==> src/rtl/adder_arbiter_if.sv <==
// Request/response bundle between two ALU-side clients and the shared adder arbiter.
// master = client side (drives requests), slave = arbiter side (drives ready and responses).
interface adder_arbiter_if;
    logic        req0_valid;
    logic        req0_ready;
    logic [15:0] req0_a;
    logic [15:0] req0_b;
    logic        req0_cin;
    logic        req1_valid;
    logic        req1_ready;
    logic [15:0] req1_a;
    logic [15:0] req1_b;
    logic        req1_cin;
    logic        rsp0_valid;
    logic [15:0] rsp0_sum;
    logic        rsp0_cout;
    logic        rsp1_valid;
    logic [15:0] rsp1_sum;
    logic        rsp1_cout;

    modport master (
        output req0_valid, req0_a, req0_b, req0_cin,
        output req1_valid, req1_a, req1_b, req1_cin,
        input  req0_ready, req1_ready,
        input  rsp0_valid, rsp0_sum, rsp0_cout,
        input  rsp1_valid, rsp1_sum, rsp1_cout
    );

    modport slave (
        input  req0_valid, req0_a, req0_b, req0_cin,
        input  req1_valid, req1_a, req1_b, req1_cin,
        output req0_ready, req1_ready,
        output rsp0_valid, rsp0_sum, rsp0_cout,
        output rsp1_valid, rsp1_sum, rsp1_cout
    );
endinterface

==> src/rtl/adder_arbiter.sv <==
// Two-requester arbiter sharing one 2-stage pipelined 16-bit adder, with tagged responses.
// Optional per-requester saturating grant counters when ADDARB_STATS_EN is defined.
module adder_16bit (
    input  logic        clk,
    input  logic        reset,
    input  logic [15:0] a,
    input  logic [15:0] b,
    input  logic        cin,
    output logic [15:0] sum,
    output logic        cout
);
    logic [7:0] lo_sum_reg;
    logic       lo_carry_reg;
    logic [7:0] a_hi_reg;
    logic [7:0] b_hi_reg;
    logic [8:0] lo_next;
    logic [8:0] hi_sum;

    // Low byte resolves before the register cut; its carry feeds the high byte after it.
    assign lo_next = {1'b0, a[7:0]} + {1'b0, b[7:0]} + {8'd0, cin};

    always_ff @(posedge clk) begin
        if (reset) begin
            lo_sum_reg   <= '0;
            lo_carry_reg <= 1'b0;
            a_hi_reg     <= '0;
            b_hi_reg     <= '0;
        end else begin
            lo_sum_reg   <= lo_next[7:0];
            lo_carry_reg <= lo_next[8];
            a_hi_reg     <= a[15:8];
            b_hi_reg     <= b[15:8];
        end
    end

    assign hi_sum = {1'b0, a_hi_reg} + {1'b0, b_hi_reg} + {8'd0, lo_carry_reg};
    assign sum    = {hi_sum[7:0], lo_sum_reg};
    assign cout   = hi_sum[8];
endmodule

module adder_arbiter #(
    parameter int RR    = 1,
    parameter int WIDTH = 16
) (
    input  logic           clk,
    input  logic           reset,
    input  logic           hold,
    adder_arbiter_if.slave bus,
    output logic           busy
`ifdef ADDARB_STATS_EN
    ,
    output logic [15:0]    grant_cnt0,
    output logic [15:0]    grant_cnt1
`endif
);
    generate
        if (WIDTH != 16) begin : g_width_check
            $error("adder_arbiter: WIDTH must be 16 to match adder_16bit");
        end
    endgenerate

    genvar gi;

    logic [1:0]  req_valid;
    logic [1:0]  req_ready;
    logic [1:0]  accept;
    logic        rr_ptr_reg;
    logic [15:0] sel_a;
    logic [15:0] sel_b;
    logic        sel_cin;

    logic        iss_valid_reg;
    logic        iss_id_reg;
    logic [15:0] iss_a_reg;
    logic [15:0] iss_b_reg;
    logic        iss_cin_reg;
    logic        tag_valid_reg;
    logic        tag_id_reg;
    logic [15:0] add_sum;
    logic        add_cout;

    assign req_valid = {bus.req1_valid, bus.req0_valid};

    // rr_ptr_reg = 1 means requester 1 is favoured on the next contention.
    always_comb begin
        req_ready = 2'b00;
        if (!hold && !reset) begin
            case (req_valid)
                2'b01:   req_ready = 2'b01;
                2'b10:   req_ready = 2'b10;
                2'b11:   req_ready = ((RR != 0) && rr_ptr_reg) ? 2'b10 : 2'b01;
                default: req_ready = 2'b00;
            endcase
        end
    end

    assign accept         = req_valid & req_ready;
    assign bus.req0_ready = req_ready[0];
    assign bus.req1_ready = req_ready[1];

    assign sel_a   = accept[1] ? bus.req1_a   : bus.req0_a;
    assign sel_b   = accept[1] ? bus.req1_b   : bus.req0_b;
    assign sel_cin = accept[1] ? bus.req1_cin : bus.req0_cin;

    always_ff @(posedge clk) begin
        if (reset) begin
            iss_valid_reg <= 1'b0;
            iss_id_reg    <= 1'b0;
            iss_a_reg     <= '0;
            iss_b_reg     <= '0;
            iss_cin_reg   <= 1'b0;
            rr_ptr_reg    <= 1'b0;
        end else begin
            iss_valid_reg <= |accept;
            if (|accept) begin
                iss_id_reg  <= accept[1];
                iss_a_reg   <= sel_a;
                iss_b_reg   <= sel_b;
                iss_cin_reg <= sel_cin;
                rr_ptr_reg  <= accept[0];
            end
        end
    end

    adder_16bit u_adder (
        .clk   (clk),
        .reset (reset),
        .a     (iss_a_reg),
        .b     (iss_b_reg),
        .cin   (iss_cin_reg),
        .sum   (add_sum),
        .cout  (add_cout)
    );

    // Tag stage tracks the adder's internal register so id and result arrive together.
    always_ff @(posedge clk) begin
        if (reset) begin
            tag_valid_reg <= 1'b0;
            tag_id_reg    <= 1'b0;
        end else begin
            tag_valid_reg <= iss_valid_reg;
            tag_id_reg    <= iss_id_reg;
        end
    end

    assign busy = iss_valid_reg | tag_valid_reg;

    generate
        for (gi = 0; gi < 2; gi++) begin : g_rsp
            logic        hit;
            logic        valid_reg;
            logic [15:0] sum_reg;
            logic        cout_reg;

            assign hit = tag_valid_reg && (tag_id_reg == (gi != 0));

            always_ff @(posedge clk) begin
                if (reset) begin
                    valid_reg <= 1'b0;
                    sum_reg   <= '0;
                    cout_reg  <= 1'b0;
                end else begin
                    valid_reg <= hit;
                    if (hit) begin
                        sum_reg  <= add_sum;
                        cout_reg <= add_cout;
                    end
                end
            end
        end
    endgenerate

    assign bus.rsp0_valid = g_rsp[0].valid_reg;
    assign bus.rsp0_sum   = g_rsp[0].sum_reg;
    assign bus.rsp0_cout  = g_rsp[0].cout_reg;
    assign bus.rsp1_valid = g_rsp[1].valid_reg;
    assign bus.rsp1_sum   = g_rsp[1].sum_reg;
    assign bus.rsp1_cout  = g_rsp[1].cout_reg;

`ifdef ADDARB_STATS_EN
    generate
        for (gi = 0; gi < 2; gi++) begin : g_stats
            logic [15:0] cnt_reg;

            always_ff @(posedge clk) begin
                if (reset) begin
                    cnt_reg <= '0;
                end else if (accept[gi] && (cnt_reg != 16'hFFFF)) begin
                    cnt_reg <= cnt_reg + 16'd1;
                end
            end
        end
    endgenerate

    assign grant_cnt0 = g_stats[0].cnt_reg;
    assign grant_cnt1 = g_stats[1].cnt_reg;
`endif
endmodule

==> src/flat_wrapper.sv <==
// flat-port wrapper written by rule: the top's interface ports become plain ports
module adder_arbiter_flat 
#(
    parameter int RR    = 1,
    parameter int WIDTH = 16
)
  (clk, reset, hold, busy, bus_req0_valid, bus_req0_a, bus_req0_b, bus_req0_cin, bus_req1_valid, bus_req1_a, bus_req1_b, bus_req1_cin, bus_req0_ready, bus_req1_ready, bus_rsp0_valid, bus_rsp0_sum, bus_rsp0_cout, bus_rsp1_valid, bus_rsp1_sum, bus_rsp1_cout);
  adder_arbiter_if bus_i ();
  input  logic clk;
  input  logic reset;
  input  logic hold;
  output logic busy;
  input wire logic [$bits(bus_i.req0_valid)-1:0] bus_req0_valid;
  input wire logic [$bits(bus_i.req0_a)-1:0] bus_req0_a;
  input wire logic [$bits(bus_i.req0_b)-1:0] bus_req0_b;
  input wire logic [$bits(bus_i.req0_cin)-1:0] bus_req0_cin;
  input wire logic [$bits(bus_i.req1_valid)-1:0] bus_req1_valid;
  input wire logic [$bits(bus_i.req1_a)-1:0] bus_req1_a;
  input wire logic [$bits(bus_i.req1_b)-1:0] bus_req1_b;
  input wire logic [$bits(bus_i.req1_cin)-1:0] bus_req1_cin;
  output wire logic [$bits(bus_i.req0_ready)-1:0] bus_req0_ready;
  output wire logic [$bits(bus_i.req1_ready)-1:0] bus_req1_ready;
  output wire logic [$bits(bus_i.rsp0_valid)-1:0] bus_rsp0_valid;
  output wire logic [$bits(bus_i.rsp0_sum)-1:0] bus_rsp0_sum;
  output wire logic [$bits(bus_i.rsp0_cout)-1:0] bus_rsp0_cout;
  output wire logic [$bits(bus_i.rsp1_valid)-1:0] bus_rsp1_valid;
  output wire logic [$bits(bus_i.rsp1_sum)-1:0] bus_rsp1_sum;
  output wire logic [$bits(bus_i.rsp1_cout)-1:0] bus_rsp1_cout;
  assign bus_i.req0_valid = bus_req0_valid;
  assign bus_i.req0_a = bus_req0_a;
  assign bus_i.req0_b = bus_req0_b;
  assign bus_i.req0_cin = bus_req0_cin;
  assign bus_i.req1_valid = bus_req1_valid;
  assign bus_i.req1_a = bus_req1_a;
  assign bus_i.req1_b = bus_req1_b;
  assign bus_i.req1_cin = bus_req1_cin;
  assign bus_req0_ready = bus_i.req0_ready;
  assign bus_req1_ready = bus_i.req1_ready;
  assign bus_rsp0_valid = bus_i.rsp0_valid;
  assign bus_rsp0_sum = bus_i.rsp0_sum;
  assign bus_rsp0_cout = bus_i.rsp0_cout;
  assign bus_rsp1_valid = bus_i.rsp1_valid;
  assign bus_rsp1_sum = bus_i.rsp1_sum;
  assign bus_rsp1_cout = bus_i.rsp1_cout;
  adder_arbiter #(.RR(RR), .WIDTH(WIDTH)) u_core (.clk(clk), .reset(reset), .hold(hold), .bus(bus_i), .busy(busy));
endmodule
==> config.mk <==
export PLATFORM = sky130hd
export DESIGN_NAME = adder_arbiter_flat
export DESIGN_NICKNAME = d
export VERILOG_FILES = /design/src/rtl/adder_arbiter_if.sv /design/src/rtl/adder_arbiter.sv /design/src/flat_wrapper.sv
export SDC_FILE = /design/constraint.sdc
export NUM_CORES = 1
export LEC_CHECK = 0
export CORE_ASPECT_RATIO = 0.8
export CORE_MARGIN = 2
export CORE_UTILIZATION = 50
export CTS_CLUSTER_SIZE = 16
export DETAILED_ROUTE_END_ITERATION = 10
export PLACE_DENSITY = 0.79
export SLEW_MARGIN = 20
export SYNTH_ARGS = -nofsm -noshare
export SYNTH_HDL_FRONTEND = slang
export SYNTH_HIERARCHICAL = 1
export SYNTH_SLANG_ARGS = --single-unit
export TNS_END_PERCENT = 30
==> constraint.sdc <==
create_clock -name clk -period 2.8 [get_ports clk]
set_input_delay 0.56 -clock clk [delete_from_list [all_inputs] [get_ports clk]]
set_output_delay 0.56 -clock clk [all_outputs]
set_load 0.02 [all_outputs]
======== After elaboration in Yosys (flattened, before gate mapping) ========
Cells that the tools add are included.
storage, ports and cells
  register bits after elaboration ......... 99
  output and inout port bits .............. 39
  logic and storage cells ................. 40
cells by class
  eq/ne operators ......................... 3
  $add $sub $neg .......................... 4
  reduce and logical (&&, ||, !) cells .... 6
  mux-type cells .......................... 6
  bitwise gates (word level) .............. 3
operator list
  kind                                                 count
  two-way mux 16 bit                                   2
  adder 8 x 8 -> 9 bit                                 2
  adder 9 x 1 -> 9 bit                                 2
  one-hot mux 2 bit (3 select lines)                   1
  equality test 2 bit, second input constant           2
  two-way mux 2 bit                                    2
  logical AND 1 bit                                    3
  bitwise AND 2 bit                                    1
  equality test 2 x 1 -> 1 bit, second input constant  1
  logical NOT 1 bit                                    2
  OR reduction 2 bit                                   1
  two-way mux 1 bit                                    1
  NOT 1 bit                                            1
  OR 1 bit                                             1

======== Logic depth before layout (Yosys ltp) ========
Gate-level depths: netlist of the first run.
  word-level depth ........................ 5
  depth in mapped cells ................... 9
  gate-level depth less buffers ........... 9

======== By module ========
The synthesis of the first run kept the hierarchy.
modules (own cells, without submodules)
  module         cells each  times used  area an instance (um^2)
  adder_arbiter  376         1           3269.4
  adder_16bit    123         1           1234.9

======== Worst setup path before layout of the first run ========
OpenSTA, ideal clock, no wires.
  path type ............................... input to output
  start ................................... in bus_req1_valid
  end ..................................... out bus_req1_ready
  buffers on the path ..................... 3
  path slack .............................. 0.650 ns
  cell stages on the path ................. 5
  data arrival time ....................... 1.590 ns
  cells stage by stage .................... buf_6 > or3b_1 > buf_2 > buf_2 > nor2_1
between the ends
  word-level cells in the longest chain between the ends .. 3
  elaborated cells on any way between the ends .. 5
RTL lines
  element                                                              RTL line             source
  from (decl)                                                          flat_wrapper.sv:17   input wire logic [$bits(bus_i.req1_valid)-1:0] bus_req1_valid;
  equality test 2 bit or equality test 2 x 1 -> 1 bit (tied branches)  adder_arbiter.sv:88  case (req_valid)
  one-hot mux 2 bit (3 select lines) (*)                               adder_arbiter.sv:88
  two-way mux 2 bit (*)                                                adder_arbiter.sv:87  if (!hold && !reset) begin
  to (decl)                                                            flat_wrapper.sv:22   output wire logic [$bits(bus_i.req1_ready)-1:0] bus_req1_ready;
Every way passes the cells marked *; elsewhere a longest branch is shown, timed or not.

======== Worst setup path after layout of the first run ========
  start ................................... in hold
  end ..................................... out bus_req0_ready
between the ends
  word-level cells in the longest chain between the ends .. 3
RTL lines
  element            RTL line             source
  from (decl)        flat_wrapper.sv:11   input logic hold;
  logical NOT 1 bit  adder_arbiter.sv:87
  logical AND 1 bit  adder_arbiter.sv:87
  two-way mux 2 bit  adder_arbiter.sv:87
  to (decl)          flat_wrapper.sv:21   output wire logic [$bits(bus_i.req0_ready)-1:0] bus_req0_ready;
No other way between the ends.

==> flow_summary.yaml, run 1 <==
clock_tree:
  clock-root-buffer: "clkbuf_16"
  cts.htree.levels: 3
  cts.sinks: 99
  tritoncts: "yes"
  post_cts_resized: 1
  clk_latency_ns: 0.34
  cts_max_path_buffers: 2
  cts_hold_buf: 0
  post_cts.repair.setup_buffers: 0
  cts_buffers: 9
  clk_pin_slew_worst_paths_ns: 0.07
finish:
  final_common_cell: "clkdlybuf4s50_1"
  finalNonFillerCells: 700
  fillCellCount: 705
  antennaDiodeCount: 0
  seq_area_um2: 1980
  area_growth_syn_to_layout_pct: 31.4
  fin_util: 0.685
  final_cell_mix: "107 x clkdlybuf4s50_1, 99 x dfxtp_1, 76 x nand2_1, 72 x a21oi_1, 34 x o21ai_1"
  final_layout_size_suffix_gt1_frac: 0.104
  multi_input_area_um2: 2290
  nNetsFinal: 672
  fin_area_um2: 5920
route:
  drtIter0Drc: 220
  routed_via_density: 5.68
  vias: 3975
  drc: 0
  wire_per_inst_um: 15.9
  wirelength_um: 11100
  first_pass_iters: 5
  ant_nets: 0
sta:
  final.period_utilization: 0.919
  slew_headroom: 0.256
  finalMaxSlewViolations: 0
  rsz0062_at_grt: "false"
  setup_ws_ns: 0.227
  setup_viol: 0
  skew_ns: 0.00802
  tightest_slew_ns: 1.12
  fmax_mhz: 389
  finalHoldViolCount: 0
  min_period_ns: 2.57
setup_path:
  worstPathArrival_ns: 2.01
  critPathSlowestCell: "clkdlybuf4s50_1"
  slowest_delay_ns: 0.61
  critPathMostFrequentCell: "clkdlybuf4s50_1"
  endpoint_kind: "output pin"
  crit_cells: 4
  crit_path_max_fanout: 4
  worstRegToRegCells: 9
  cp.required_ns: 2.24
  critical_path.top_delay_family: "buffers and inverters"
  reg2reg_setup_slack_ns: 0.37
  path_class: "input pin to output pin"
  r2r_start: "u_core/u_adder/lo_carry_reg"
  r2r-end: "u_core/bus.rsp0_sum[14]"
  cp-start-kind: "input pin"
  worstPathCellList: "clkdlybuf4s50_1 > nor2_4 > and3_1 > clkdlybuf4s50_1"
  path_buf_inv: 2
power_and_ir_drop:
  vdd_drop_max_mv: 0.352
  switching_share: 0.267
  p_sw_uw: 840
  p_leak_nw: 2.04
  p_per_area_nw_per_um2: 532
  p_comb_frac: 0.139
  power_frac_seq: 0.477
  p_int_mw: 2.31
  clkPwrFrac: 0.384
grt:
  grt_max_degree: 99
  grt_overflow_total: 0
  use_met1: 0.330
  grt_pass1_wl_um: 18200
  grt_pass1_vias: 3717
  grtUsageTotal: 0.240
  gr-usage-met2: 0.384
  top_usage_layer: "met2"
  met3_usage: 0.0547
  grt_antenna_before_repair: 0
worst_hold_path:
  holdCritPathClass: "register to register"
  min_delay_path_depth: 2
  whs_endpoint: "u_core/bus.rsp1_sum[0]"
  hp-start: "u_core/u_adder/lo_sum_reg[0]"
die:
  coreArea_um2: 8630
  die-height_um: 88.9
  initial_core_util: 0.522
  num_rows: 30
  io_pins: 110
  chipWidth_um: 110
  die_area_um2: 9790
placement:
  place_ws_ns: -0.0151
  port_buffers: 109
  placed_cells: 684
  hpwl_um: 7800
  place_area_um2: 5620
  routabilityCongestion: 0.788
synthesis:
  syn_avg_cell_area_um2: 9.03
  yosys_warnings: 6
  synth_fp_nets: 588
  async_flop_share: 0
  ys.flop_type: "dfxtp_1"
  ys_seq_elements: 99
  synth_edf_count: 0
  syn_inst: 499
  seq_area_frac_synth: 0.440
  syn_area_um2: 4500
  yosys.cell_types.count: 43
status:
  status: "completed"
job:
  cap_viol_max_count: 0
[worst max-delay path by stage]
stage                   startpoint             end  slack, ns
detailed placement            hold  bus_req1_ready      -0.02
global route                  hold  bus_req1_ready       0.15
CTS                           hold  bus_req0_ready       0.24
finish                        hold  bus_req0_ready       0.23
global placement              hold  bus_req1_ready      -0.03
floorplan           bus_req1_valid  bus_req1_ready       0.65
[cells in the mapped netlist, types with 2 or more instances]
master / count / share of area
buf_6: 6 / 0.015
o21a_1: 4 / 0.0067
a21oi_1: 72 / 0.080
xnor2_1: 6 / 0.012
o22ai_1: 3 / 0.0042
inv_1: 3 / 0.0025
nand2_1: 76 / 0.063
nand4_1: 33 / 0.046
o21ai_1: 34 / 0.038
nand2b_1: 2 / 0.0028
nor2b_1: 22 / 0.031
ha_1: 14 / 0.039
o21ai_0: 5 / 0.0056
buf_2: 7 / 0.0078
fa_1: 4 / 0.018
xor2_1: 3 / 0.0058
dfxtp_1: 99 / 0.44
or3_1: 3 / 0.0042
a211oi_1: 2 / 0.0033
nor2_1: 15 / 0.012
a311oi_2: 29 / 0.097
a311oi_1: 4 / 0.0078
clkbuf_1: 33 / 0.028
[worst min-delay path: stages, from the launching register on]
cell and delay, ns:
dfxtp_1 0.31, nand2_1 0.05, a21oi_1 0.05
[kinds of logic after synthesis]
logic type,after synthesis,synth area share
AND/OR/NAND/NOR,164,0.180
XOR/XNOR,9,0.0175
adder cells (fa/ha/maj),18,0.0567
buffers and inverters,50,0.0536
flip-flops,99,0.440
AO/OA/AOI/OAI,159,0.253
[power by group through the flow]
stage | clock network (mW) | registers [mW] | logic (mW)
2_1_floorplan | 0 | 1.53 | 0.258
3_3_place_gp | 0 | 1.53 | 0.422
3_5_place_dp | 0 | 1.53 | 0.432
4_1_cts | 1.23 | 1.50 | 0.435
5_1_grt | 1.29 | 1.51 | 0.476
6_report | 1.21 | 1.50 | 0.438
[metal layers]
layer	wire (µm)	part of all wire
met1	5120	0.46
met2	5060	0.45
met3	821	0.074
met4	121	0.011
met5	0	0
[metrics by stage]
stage | power, mW | setup TNS, ns | hold slack (ns)
after floorplan | 1.78 | 0 | 0.416
after global placement | 1.95 | -0.0335 | 0.438
after detailed placement | 1.97 | -0.0151 | 0.445
after CTS | 3.16 | 0 | 0.456
after global routing | 3.27 | 0 | 0.466
final | 3.15 | 0 | 0.456
[area by class of cell]
| type | count | share of cell area |
|---|---|---|
| multi-input cells | 350 | 0.386 |
| repair buffers | 120 | 0.202 |
| clock inverters | 7 | 0.0131 |
| inverters | 3 | 0.00190 |
| well taps | 112 | 0.0237 |
| flip-flops and latches | 99 | 0.335 |
| clock buffers | 9 | 0.0381 |
Note: power is estimated with default switching activity, not from simulation.
==> inputs of run 2 (changes only) <==
- CORE_MARGIN: 2 -> 1.5
==> run 2 against run 1 <==
  * Register-to-register slack got worse by 0.06 ns
  * Total power decreased by 9.9%
  * Setup slack got worse by 0.018 ns
  * Final cell count increased by 0.14%
  * Clock power decreased by 26%
  * Fmax decreased by 0.70%
  * Largest power group unchanged
==> flow_summary.yaml, run 2 (synthesized netlist as in run 1, its figures left out) <==
status:
  status: "completed"
sta:
  tightest_slew_ns: 0.708
  fmax_mhz: 386
  min_period_ns: 2.59
  whs_ns: 0.459
  finalMaxSlewViolations: 0
  setup_viol: 0
  tns_ns: 0
  skew_ns: 0.0126
  slew_headroom: 0.528
  finalHoldViolCount: 0
  rsz0062_at_grt: "false"
  final.period_utilization: 0.925
die:
  coreArea_um2: 8600
  die-height_um: 87.9
  initial_core_util: 0.524
  chipWidth_um: 109
  die_area_um2: 9590
  io_pins: 110
  num_rows: 30
setup_path:
  worstPathArrival_ns: 2.03
  cp.required_ns: 2.24
  crit_path_max_fanout: 2
  path_class: "input pin to output pin"
  r2r_start: "u_core/u_adder/lo_carry_reg"
  endpoint_kind: "output pin"
  cp-start-kind: "input pin"
  crit_start: "bus_req1_valid"
placement:
  placed_cells: 684
  port_buffers: 109
  routabilityCongestion: 0.786
  hpwl_um: 7860
clock_tree:
  clk_pin_slew_worst_paths_ns: 0.10
  cts.htree.levels: 3
  post_cts.repair.setup_buffers: 0
  cts_buffers: 9
  cts.sinks: 99
  clk_latency_ns: 0.37
  tritoncts: "yes"
  cts_max_path_buffers: 2
  clock-root-buffer: "clkbuf_8"
finish:
  antennaDiodeCount: 0
  fin_util: 0.679
  final_layout_size_suffix_gt1_frac: 0.105
  finalNonFillerCells: 701
  final_common_cell: "clkdlybuf4s50_1"
  nNetsFinal: 673
  area_growth_syn_to_layout_pct: 29.5
  fillCellCount: 705
  final_cell_mix: "107 x clkdlybuf4s50_1, 99 x dfxtp_1, 76 x nand2_1, 72 x a21oi_1, 34 x o21ai_1"
route:
  wirelength_um: 10900
  first_pass_iters: 5
  routed_via_density: 5.65
  drtIter0Drc: 216
  vias: 3960
  drc: 0
  wire_per_inst_um: 15.6
  ant_nets: 0
job:
  cap_viol_max_count: 0
power_and_ir_drop:
  p_leak_nw: 2.00
  vdd_drop_max_mv: 0.281
  p_per_area_nw_per_um2: 486
grt:
  grt_pass1_vias: 3779
  grt_overflow_total: 0
  grt_pass1_wl_um: 17900
  grtUsageTotal: 0.241
  grt_max_degree: 99
  grt_antenna_before_repair: 0
worst_hold_path:
  holdCritPathClass: "register to register"
  hp-start: "u_core/bus.rsp1_sum[4]"
[run 2: worst max-delay path, stage by stage]
cell	delay, ns
clkdlybuf4s50_1	0.45
buf_4	0.16
nand2_1	0.07
and3_1	0.19
clkdlybuf4s50_1	0.61
[run 2: final timing paths]
| check | end | slack [ns] | cells past startpoint |
|---|---|---|---|
| setup / recovery | bus_req0_ready | 0.21 | 5 |
| hold / removal | u_core/bus.rsp1_sum[4] | 0.46 | 2 |
| setup reg to reg | u_core/bus.rsp0_sum[14] | 0.31 | 9 |
| hold reg to reg | u_core/bus.rsp1_sum[4] | 0.46 | 2 |
[run 2: metrics by stage]
step                      cell area [µm²]  setup WS (ns)  power, mW
after global placement               5600        -0.0352       1.95
after global routing                 5830          0.161       2.97
after detailed placement             5600        -0.0368       1.96
after CTS                            5810          0.218       2.85
after floorplan                      4500          0.650       1.78
final                                5830          0.209       2.84
[run 2: metal layers]
metal,share of wire,GRT usage
met1,0.45,0.325
met3,0.084,0.0655
met2,0.45,0.374
met5,0,0
met4,0.018,0.0789
[run 2: area by class of cell]
class                           count  area [µm²]  area share
Tap cell                          112         140      0.0240
Clock buffer                        9         124      0.0212
Clock inverter                      7        80.1      0.0137
Sequential cell                    99        1980       0.340
Inverter                            3        11.3     0.00193
Timing Repair Buffer              121        1210       0.207
Multi-Input combinational cell    350        2290       0.392
[run 2: power by group]
part | total [mW] | internal, mW | switching, mW
combinational | 0.436 | 0.211 | 0.224
sequential | 1.50 | 1.47 | 0.0352
clock | 0.900 | 0.355 | 0.545
[run 2: repair_timing]
| item | 4_1_cts | 5_1_grt |
|---|---|---|
| setup endpoints to repair | 1 | 0 |
| hold endpoints to repair | 0 | 0 |
| resized for setup | 1 | 0 |
| hold buffers | 0 | 0 |
